===== config.mk =====
export PLATFORM = sky130hd
export DESIGN_NAME = mmio_xbar
export DESIGN_NICKNAME = d
export VERILOG_FILES = /design/src/rtl/mmio_xbar_pkg.sv /design/src/rtl/mmio_decode.sv /design/src/rtl/mmio_xbar.sv
export SDC_FILE = /design/constraint.sdc
export NUM_CORES = 1
export LEC_CHECK = 0
export ABC_AREA = 1
export ABC_CLOCK_PERIOD_IN_PS = 2500
export BUFFER_PORTS_ARGS = -buffer_cell sky130_fd_sc_hd__buf_2
export CAP_MARGIN = 20
export CELL_PAD_IN_SITES_DETAIL_PLACEMENT = 1
export CELL_PAD_IN_SITES_GLOBAL_PLACEMENT = 1
export CORE_AREA = 2 2 164 166
export DETAILED_ROUTE_END_ITERATION = 8
export DIE_AREA = 0 0 166 168
export MAX_ROUTING_LAYER = met4
export PLACE_DENSITY_LB_ADDON = 0.1
export SLEW_MARGIN = 15
export SYNTH_ARGS = -nofsm -noshare
export SYNTH_HDL_FRONTEND = slang
export SYNTH_SLANG_ARGS = --single-unit

===== constraint.sdc =====
create_clock -name clk -period 2.5 [get_ports clk]
set_clock_uncertainty 0.15 [all_clocks]
set_input_delay 0.125 -clock clk [delete_from_list [all_inputs] [get_ports clk]]
set_output_delay 0.125 -clock clk [all_outputs]
set_load 0.05 [all_outputs]

===== src/rtl/mmio_xbar_pkg.sv =====
`timescale 1ns/1ps
// Shared encodings, address map and region helper for the MMIO crossbar.
// No logic of its own.
package mmio_xbar_pkg;

    typedef enum logic [2:0] {
        ST_IDLE  = 3'd0,
        ST_RD_A  = 3'd1,
        ST_RD_D  = 3'd2,
        ST_WR_A  = 3'd3,
        ST_WR_B  = 3'd4,
        ST_ERR_R = 3'd5,
        ST_ERR_B = 3'd6
    } state_e;

    typedef logic [1:0] sel_t;

    localparam logic [1:0] RESP_OKAY   = 2'b00;
    localparam logic [1:0] RESP_DECERR = 2'b11;

    localparam int   NUM_SLAVES = 3;
    localparam sel_t SEL_SRAM   = 2'd0;
    localparam sel_t SEL_UART   = 2'd1;
    localparam sel_t SEL_CLINT  = 2'd2;
    localparam sel_t SEL_NONE   = 2'd3;

    localparam logic [31:0] S0_BASE = 32'h8000_0000;
    localparam logic [31:0] S0_SIZE = 32'h0800_0000;
    localparam logic [31:0] S1_BASE = 32'hA000_03F8;
    localparam logic [31:0] S1_SIZE = 32'h0000_0008;
    localparam logic [31:0] S2_BASE = 32'hA000_0048;
    localparam logic [31:0] S2_SIZE = 32'h0000_0010;

    // Unsigned wrap makes addresses below base land far above size.
    function automatic logic in_region(input logic [31:0] addr,
                                       input logic [31:0] base,
                                       input logic [31:0] size);
        logic [31:0] off;
        off = addr - base;
        return (off < size);
    endfunction

endpackage


===== src/rtl/mmio_decode.sv =====
`timescale 1ns/1ps
// Combinational address-to-slave decode; zero latency, no handshake.
// Overlapping regions resolve to the lowest slave index.
module mmio_decode
    import mmio_xbar_pkg::*;
(
    input  logic [31:0] addr_i,
    output sel_t        sel_o
);

    // Later assignments override earlier ones, so slave 0 is checked last.
    always_comb begin
        sel_o = SEL_NONE;
        if (in_region(addr_i, S2_BASE, S2_SIZE)) sel_o = SEL_CLINT;
        if (in_region(addr_i, S1_BASE, S1_SIZE)) sel_o = SEL_UART;
        if (in_region(addr_i, S0_BASE, S0_SIZE)) sel_o = SEL_SRAM;
    end

endmodule


===== src/rtl/mmio_xbar.sv =====
`timescale 1ns/1ps
// One-master/three-slave MMIO crossbar, one transaction in flight; 3-cycle minimum read/write.
// Handshakes are routed combinationally to the selected slave; unmapped requests get a local DECERR.
module mmio_xbar
    import mmio_xbar_pkg::*;
(
    input  logic        clk,
    input  logic        rst,

    input  logic        up_arvalid,
    output logic        up_arready,
    input  logic [31:0] up_araddr,
    output logic        up_rvalid,
    input  logic        up_rready,
    output logic [31:0] up_rdata,
    output logic [1:0]  up_rresp,
    input  logic        up_awvalid,
    output logic        up_awready,
    input  logic [31:0] up_awaddr,
    input  logic        up_wvalid,
    output logic        up_wready,
    input  logic [31:0] up_wdata,
    input  logic [3:0]  up_wstrb,
    input  logic        up_wen,
    output logic        up_bvalid,
    input  logic        up_bready,
    output logic [1:0]  up_bresp,

    output logic [2:0]  s_arvalid,
    input  logic [2:0]  s_arready,
    output logic [31:0] s_araddr,
    input  logic [2:0]  s_rvalid,
    output logic [2:0]  s_rready,
    input  logic [95:0] s_rdata,
    input  logic [5:0]  s_rresp,
    output logic [2:0]  s_awvalid,
    input  logic [2:0]  s_awready,
    output logic [31:0] s_awaddr,
    output logic [2:0]  s_wvalid,
    input  logic [2:0]  s_wready,
    output logic [31:0] s_wdata,
    output logic [3:0]  s_wstrb,
    output logic [2:0]  s_wen,
    input  logic [2:0]  s_bvalid,
    output logic [2:0]  s_bready,
    input  logic [5:0]  s_bresp,

    output logic        err_valid,
    output logic [31:0] err_addr
);

    state_e      state_q, state_d;
    sel_t        sel_q, sel_d;
    logic        aw_done_q, aw_done_d;
    logic        w_done_q, w_done_d;
    logic        ar_done_q, ar_done_d;
    logic        err_valid_q, err_valid_d;
    logic [31:0] err_addr_q, err_addr_d;

    sel_t        ar_sel;
    sel_t        aw_sel;
    logic [2:0]  sel_oh;

    mmio_decode u_ar_decode (
        .addr_i (up_araddr),
        .sel_o  (ar_sel)
    );

    mmio_decode u_aw_decode (
        .addr_i (up_awaddr),
        .sel_o  (aw_sel)
    );

    // SEL_NONE shifts the one-hot out of range, giving an all-zero mask.
    assign sel_oh = 3'b001 << sel_q;

    assign s_araddr  = up_araddr;
    assign s_awaddr  = up_awaddr;
    assign s_wdata   = up_wdata;
    assign s_wstrb   = up_wstrb;
    assign err_valid = err_valid_q;
    assign err_addr  = err_addr_q;

    always_comb begin
        state_d     = state_q;
        sel_d       = sel_q;
        aw_done_d   = aw_done_q;
        w_done_d    = w_done_q;
        ar_done_d   = ar_done_q;
        err_valid_d = 1'b0;
        err_addr_d  = err_addr_q;

        up_arready  = 1'b0;
        up_rvalid   = 1'b0;
        up_rdata    = '0;
        up_rresp    = '0;
        up_awready  = 1'b0;
        up_wready   = 1'b0;
        up_bvalid   = 1'b0;
        up_bresp    = '0;
        s_arvalid   = '0;
        s_rready    = '0;
        s_awvalid   = '0;
        s_wvalid    = '0;
        s_wen       = '0;
        s_bready    = '0;

        case (state_q)
            ST_IDLE: begin
                aw_done_d = 1'b0;
                w_done_d  = 1'b0;
                ar_done_d = 1'b0;
                if (up_awvalid || up_wvalid) begin
                    sel_d = aw_sel;
                    if (aw_sel == SEL_NONE) begin
                        state_d     = ST_ERR_B;
                        err_valid_d = 1'b1;
                        err_addr_d  = up_awaddr;
                    end else begin
                        state_d = ST_WR_A;
                    end
                end else if (up_arvalid) begin
                    sel_d = ar_sel;
                    if (ar_sel == SEL_NONE) begin
                        state_d     = ST_ERR_R;
                        err_valid_d = 1'b1;
                        err_addr_d  = up_araddr;
                    end else begin
                        state_d = ST_RD_A;
                    end
                end
            end

            ST_RD_A: begin
                s_arvalid  = sel_oh & {3{up_arvalid}};
                up_arready = |(s_arready & sel_oh);
                if (up_arvalid && up_arready) state_d = ST_RD_D;
            end

            ST_RD_D: begin
                up_rvalid = |(s_rvalid & sel_oh);
                s_rready  = sel_oh & {3{up_rready}};
                for (int k = 0; k < NUM_SLAVES; k++) begin
                    if (sel_oh[k]) begin
                        up_rdata = s_rdata[32*k +: 32];
                        up_rresp = s_rresp[2*k +: 2];
                    end
                end
                if (up_rvalid && up_rready) state_d = ST_RD_A == ST_RD_A ? ST_IDLE : ST_IDLE;
            end

            // aw and w progress independently; each is forwarded until it fires once.
            ST_WR_A: begin
                s_awvalid  = sel_oh & {3{up_awvalid && !aw_done_q}};
                up_awready = !aw_done_q && |(s_awready & sel_oh);
                s_wvalid   = sel_oh & {3{up_wvalid && !w_done_q}};
                up_wready  = !w_done_q && |(s_wready & sel_oh);
                s_wen      = sel_oh & {3{up_wen}};
                if (up_awvalid && up_awready) aw_done_d = 1'b1;
                if (up_wvalid && up_wready)   w_done_d  = 1'b1;
                if (aw_done_d && w_done_d)    state_d   = ST_WR_B;
            end

            ST_WR_B: begin
                up_bvalid = |(s_bvalid & sel_oh);
                s_bready  = sel_oh & {3{up_bready}};
                for (int k = 0; k < NUM_SLAVES; k++) begin
                    if (sel_oh[k]) up_bresp = s_bresp[2*k +: 2];
                end
                if (up_bvalid && up_bready) state_d = ST_IDLE;
            end

            ST_ERR_R: begin
                if (!ar_done_q) begin
                    up_arready = 1'b1;
                    if (up_arvalid) ar_done_d = 1'b1;
                end else begin
                    up_rvalid = 1'b1;
                    up_rresp  = RESP_DECERR;
                    if (up_rready) state_d = ST_IDLE;
                end
            end

            ST_ERR_B: begin
                if (!(aw_done_q && w_done_q)) begin
                    up_awready = !aw_done_q;
                    up_wready  = !w_done_q;
                    if (up_awvalid && !aw_done_q) aw_done_d = 1'b1;
                    if (up_wvalid && !w_done_q)   w_done_d  = 1'b1;
                end else begin
                    up_bvalid = 1'b1;
                    up_bresp  = RESP_DECERR;
                    if (up_bready) state_d = ST_IDLE;
                end
            end

            default: state_d = ST_IDLE;
        endcase
    end

    always_ff @(posedge clk) begin
        if (rst) begin
            state_q     <= ST_IDLE;
            sel_q       <= SEL_NONE;
            aw_done_q   <= 1'b0;
            w_done_q    <= 1'b0;
            ar_done_q   <= 1'b0;
            err_valid_q <= 1'b0;
            err_addr_q  <= '0;
        end else begin
            state_q     <= state_d;
            sel_q       <= sel_d;
            aw_done_q   <= aw_done_d;
            w_done_q    <= w_done_d;
            ar_done_q   <= ar_done_d;
            err_valid_q <= err_valid_d;
            err_addr_q  <= err_addr_d;
        end
    end

endmodule

# Word-level counts from Yosys, hierarchy flattened
# Cells that the tools add are included.
# W data, S select, Z words.
[op_classes]
n_addsub = 6
n_lt_le_gt_ge = 6
eq_ne = 21
shifts = 1
mux = 72
n_bitwise = 12
n_reduce_logical = 30
[ops]
columns = ["op", "count"]
rows = [
  ["$mux W32", 8],
  ["$sub A32 B32 Y32 const B", 6],
  ["$lt A32 B28 Y1 const B", 2],
  ["$lt A32 B4 Y1 const B", 2],
  ["$lt A32 B5 Y1 const B", 2],
  ["$mux W3", 18],
  ["$and A3 B3 Y3", 11],
  ["$mux W2", 14],
  ["$ne A2 B2 Y1 const B", 11],
  ["$mux W1", 21],
  ["$pmux W3 S7", 1],
  ["$reduce_or A3 Y1", 5],
  ["$pmux W1 S2", 6],
  ["$logic_and A1 B1 Y1", 11],
  ["$eq A3 B3 Y1 const B", 3],
  ["$reduce_and A9 Y1", 1],
  ["$pmux W2 S2", 2],
  ["$eq A3 B2 Y1 const B", 2],
  ["$pmux W1 S3", 2],
  ["$reduce_and A3 Y1", 2],
  ["$reduce_bool A2 Y1", 3],
  ["$eq A2 B2 Y1 const B", 2],
  ["$reduce_and A4 Y1", 1],
  ["$eq A3 B1 Y1 const B", 1],
  ["other kinds (10)", 11],
]
[word_totals]
register_bits = 41
inputBits = 231
out_inout_bits = 192
elab_cells = 155

# Logic depth before layout (Yosys ltp)
[depth]
word_depth = 10
depth_mapped = 20
mapped_depth_nobuf = 20

# By module
# A second synthesis with hierarchy kept.
[unflattened]
cells_unflattened = 1401
area_unflattened_um2 = 7534.7
[modules_own_cells]
columns = ["module", "n_inst", "cells_each", "area_each_um2"]
rows = [
  ["mmio_xbar", 1, 651, 4101.4],
  ["mmio_decode", 2, 375, 1716.6],
]

# Least setup slack after synthesis
# Ideal clock, no wire load.
[synth_timing]
path_kind = "register to output"
startpoint = "reg sel_q[1]"
endpoint = "out s_awvalid[2]"
t_arrival_ps = 2140
slack_ps = 85
path_stages_with_launch = 6
cell_sequence = "dfxtp_1 > inv_1 > nor2_1 > clkbuf_1 > inv_1 > nor3_1"
[synth_between]
elab_chain_len = 3
[synth_rtl]
columns = ["element", "line_no", "text"]
rows = [
  ["start: declaration", "mmio_xbar.sv:53", "sel_t sel_q, sel_d;"],
  ["start signal: assignment", "mmio_xbar.sv:212", "sel_q <= sel_d;"],
  ["$shl A1 B2 Y3", "mmio_xbar.sv:75", "assign sel_oh = 3'b001 << sel_q;"],
  ["$and A3 B3 Y3", "mmio_xbar.sv:154", "s_awvalid = sel_oh & {3{up_awvalid && !aw_done_q}};"],
  ["$mux W3", "mmio_xbar.sv:108", "case (state_q)"],
  ["end: declaration", "mmio_xbar.sv:36", "output logic [2:0] s_awvalid,"],
]
# No other way between the ends.

# Final worst setup path
[layout_timing]
startpoint = "in up_awaddr[4]"
endpoint = "reg err_addr_q[7] (netlist: err_addr[7])"
[layout_between]
elab_chain_len = 8
word_cells_on_any_way = 12
classes_between = "3 x add/sub; 3 x order compare; 2 x eq/ne; 3 x mux; 1 x reduce/logical"
[layout_rtl]
columns = ["element", "line_no", "text"]
rows = [
  ["start: declaration", "mmio_xbar.sv:19", "input logic [31:0] up_awaddr,"],
  ["$sub A32 B32 Y32", "mmio_xbar_pkg.sv:39", "off = addr - base;"],
  ["$lt A32 B5 Y1", "mmio_xbar_pkg.sv:40", "return (off < size);"],
  ["$mux W1", "mmio_decode.sv:14", "if (in_region(addr_i, S2_BASE, S2_SIZE)) sel_o = SEL_CLINT;"],
  ["$mux W2", "mmio_decode.sv:15", "if (in_region(addr_i, S1_BASE, S1_SIZE)) sel_o = SEL_UART;"],
  ["$mux W2 (*)", "mmio_decode.sv:16", "if (in_region(addr_i, S0_BASE, S0_SIZE)) sel_o = SEL_SRAM;"],
  ["$eq A2 B2 Y1 (*)", "mmio_xbar.sv:115", "if (aw_sel == SEL_NONE) begin"],
  ["$ne A2 B1 Y1 (no line) (*)", "-", ""],
  ["$reduce_and A4 Y1 (no line) (*)", "-", ""],
  ["end signal: assignment", "mmio_xbar.sv:217", "err_addr_q <= err_addr_d;"],
  ["end: declaration", "mmio_xbar.sv:58", "logic [31:0] err_addr_q, err_addr_d;"],
]
# Every way passes the cells marked *; elsewhere a longest branch is shown, timed or not.
# A chain may end at the register's enable or synchronous reset.

==> impl_metrics.ini <==
[cells_and_area]
register_area_um2 = 820.8
fin_cells = 2083
final_common_cell = nand2_1
fillers = 3764
drive_above_1_share_pct = 35.37
postLayoutCoreUtil_pct = 38.11
final_cell_mix = 473 x nand2_1, 348 x buf_2, 155 x nand3_1
fin_nets = 1973
multi_input_area_mm2 = 0.004900
areaGrowthSynthToFinish_pct = 44.67

[placed_design]
pre_cts_ws_ps = -307.6
hpwl_mm = 31.58
port_buffers = 350
gp_congestion = 0.9560
dp.cells = 2060

[critical_path]
cp-start-kind = primary input
cp-end-kind = register
cp_max_fo = 6
reg2reg_slack_ps = 260
arrival_ps = 2450
crit_chain = buf_2, inv_1, ha_2, nor3_1, nand4_1, nor2_1, nand3_1, nor2_1, nand3_1, nor2_1, nand3_2, nand3_4, nand2_8, nand2_8, clkbuf_16, nand2_1, a21oi_2
required_ps = 2560
crit_slowest_cell = ha_2
critPathKind = in -> reg
critPathMaxStageDelay_ps = 280
cpMostUsedCell = nor2_1

[route]
vias = 9928
dr.pass1.iters = 5
route.detailed.drc = 0
wl_per_cell_um = 17.84
initialDrtViolationCount = 471
routed_wl_mm = 37.15
final_antenna_net_count = 0
vias_per_cell = 4.766

[power_and_ir_drop]
p_switching_mw = 3.154
clock_power_share_pct = 13.6
p_seq_share_pct = 16.7
p_leak_nw = 5.534
p_int_mw = 2.541
ir_worst_vdd_uv = 287.2
switching_share_pct = 55.38
pwr-share-comb_pct = 69.7
power_density_mw_per_mm2 = 567.2
p_total_mw = 5.695

[yosys]
yosys_warnings = 0
synth.avg_cell_area_um2 = 5.092
synth_nets = 1598
synth.yosys.seq_area_share_pct = 11.83
syn_area_mm2 = 0.006940
synth_cell_types = 36
ys_ff_latch = 41
synthCells = 1363

[timing]
finalHoldViolCount = 0
hold_ws_ps = 100.0
drv_slew = 0
tightestPinTransition_ps = 885.0
fmax_mhz = 418.4
setup_viol = 0
slew_headroom_pct = 41.00
period_minus_slack_ps = 2390
fin_crit_sh_pct = 95.60
worst_slack_ps = 110.0

[die]
ios = 423
fp.dieH_um = 168
die_area_mm2 = 0.02789
start_util_pct = 26.34
die_x_um = 166
core-area_mm2 = 0.02635
std_cell_rows = 60

[worst_hold_path]
hp-class = in -> out

[clock_network]
clock_latency_ps = 290
clock-sinks = 41
clockBufferDepth = 2
htreeDepth = 2
cts-buffers-inserted = 5
cts-root-buf = clkbuf_16
cts.clk_slew.worst_paths_ps = 60
cts_tree = done

[global_route]
grt_pass1_wl_mm = 55.64
grt_max_degree = 62
grt_overflow = 0
antenna_found_initial = 3
grt_usage_pct = 25.80
grt_pass1_vias = 9931

[run_status]
outcome = complete, no violations

[run]
cap_violations = 0
## worst paths after layout
kind                              from                   endpoint  cells after the start
max                       up_awaddr[4]   err_addr[7]$_SDFFE_PP0P_                     17
min                        up_wdata[3]                 s_wdata[3]                      0
max reg2reg    state_q[2]$_SDFFE_PP0P_   err_addr[7]$_SDFFE_PP0P_                      9
min reg2reg  err_addr[13]$_SDFFE_PP0P_  err_addr[13]$_SDFFE_PP0P_                      2
## what timing repair did
action	4_1_cts	5_1_grt
buffers inserted	0	6
endpoints found under the setup margin	6	38
hold buffers	1	0
cloned	0	5
pin swaps	0	24
resized for setup	1	75
endpoints found under the hold margin	1	0
## flip-flops by register name, indices dropped and copies added (netlist names)
signal and count:
ar_done_q 1, aw_done_q 1, err_addr 32, err_valid 1
sel_q 2, state_q 3, w_done_q 1
## cell type report
cell class | instances | share of cell area (%)
clock buffers | 7 | 1.421
inverters | 158 | 5.931
well taps | 341 | 4.249
multi-input cells | 1024 | 48.80
flip-flops and latches | 41 | 8.174
clock inverters | 1 | 0.2991
repair buffers | 508 | 31.05
diodes | 3 | 0.07477
## power groups by stage
stage | Clock [mW] | Combinational [mW] | Sequential, mW
2_1_floorplan | 0 | 2.18 | 1.34
3_3_place_gp | 0 | 3.72 | 0.965
3_5_place_dp | 0 | 3.75 | 0.963
4_1_cts | 0.782 | 3.76 | 0.952
5_1_grt | 0.802 | 4.30 | 0.969
6_report | 0.776 | 3.97 | 0.949
## cells in the mapped netlist
library cell | count | area (um2)
a2111oi_0 | 1 | 8.760
a211o_1 | 2 | 17.52
a211oi_1 | 1 | 7.510
a21oi_1 | 51 | 255.2
a21oi_2 | 1 | 8.760
a22o_1 | 2 | 17.52
a22oi_1 | 2 | 15.01
buf_1 | 3 | 11.26
buf_2 | 6 | 30.03
buf_4 | 103 | 773.2
buf_6 | 3 | 33.78
clkbuf_1 | 26 | 97.59
clkinv_1 | 2 | 7.510
dfxtp_1 | 41 | 820.8
ha_1 | 4 | 50.05
inv_1 | 146 | 548.0
inv_2 | 10 | 37.54
nand2_1 | 480 | 1802
nand2_2 | 8 | 50.05
nand2_4 | 2 | 22.52
nand3_1 | 161 | 805.8
nand3_2 | 2 | 20.02
nand3b_1 | 3 | 22.52
nand4_1 | 17 | 106.4
nor2_1 | 162 | 608.1
nor2_2 | 14 | 87.58
nor2_4 | 5 | 56.30
nor3_1 | 22 | 110.1
nor3_2 | 2 | 20.02
o211ai_1 | 3 | 22.52
o21ai_0 | 55 | 275.3
o21ai_1 | 1 | 5.000
o31ai_1 | 3 | 22.52
or2_1 | 1 | 6.260
xnor2_1 | 3 | 26.28
xor2_1 | 15 | 131.4
## per-layer routing
layer / vias up / routed length [um] / GRT usage [%]
met5: - / 0 / -
met4: 0 / 1271 / 8.809
met3: 64 / 1852 / 3.761
met2: 316 / 18020 / 44.27
met1: 4606 / 16010 / 30.98
li1: 4942 / - / -
## kinds of logic (layout without fill, tap and decap cells)
group                    count (synthesis)  after routing  synth area share (%)
AND/OR/NAND/NOR                        879            880                 53.56
buffers and inverters                  299            674                 22.17
AO/OA/AOI/OAI                          122            122                 9.446
flip-flops                              41             41                 11.83
XOR/XNOR                                18             18                 2.272
adder cells (fa/ha/maj)                  4              4                0.7211
other                                    0              3                     0
## per-stage QoR
step	area (um2)	TNS [ps]
after floorplan	6940	0
after global placement	9429	-7189
after detailed placement	9429	-9187
after CTS	9612	0
after global routing	10040	-1229
final	10040	0
## worst max-delay path, delay by kind of cell
| family | cells | cell delay (ps) |
|---|---|---|
| AO/OA/AOI/OAI | 1 | 140 |
| AND/OR/NAND/NOR | 12 | 1520 |
| buffers and inverters | 3 | 370 |
| adder cells (fa/ha/maj) | 1 | 280 |
Power figures use the tool's default switching activity.
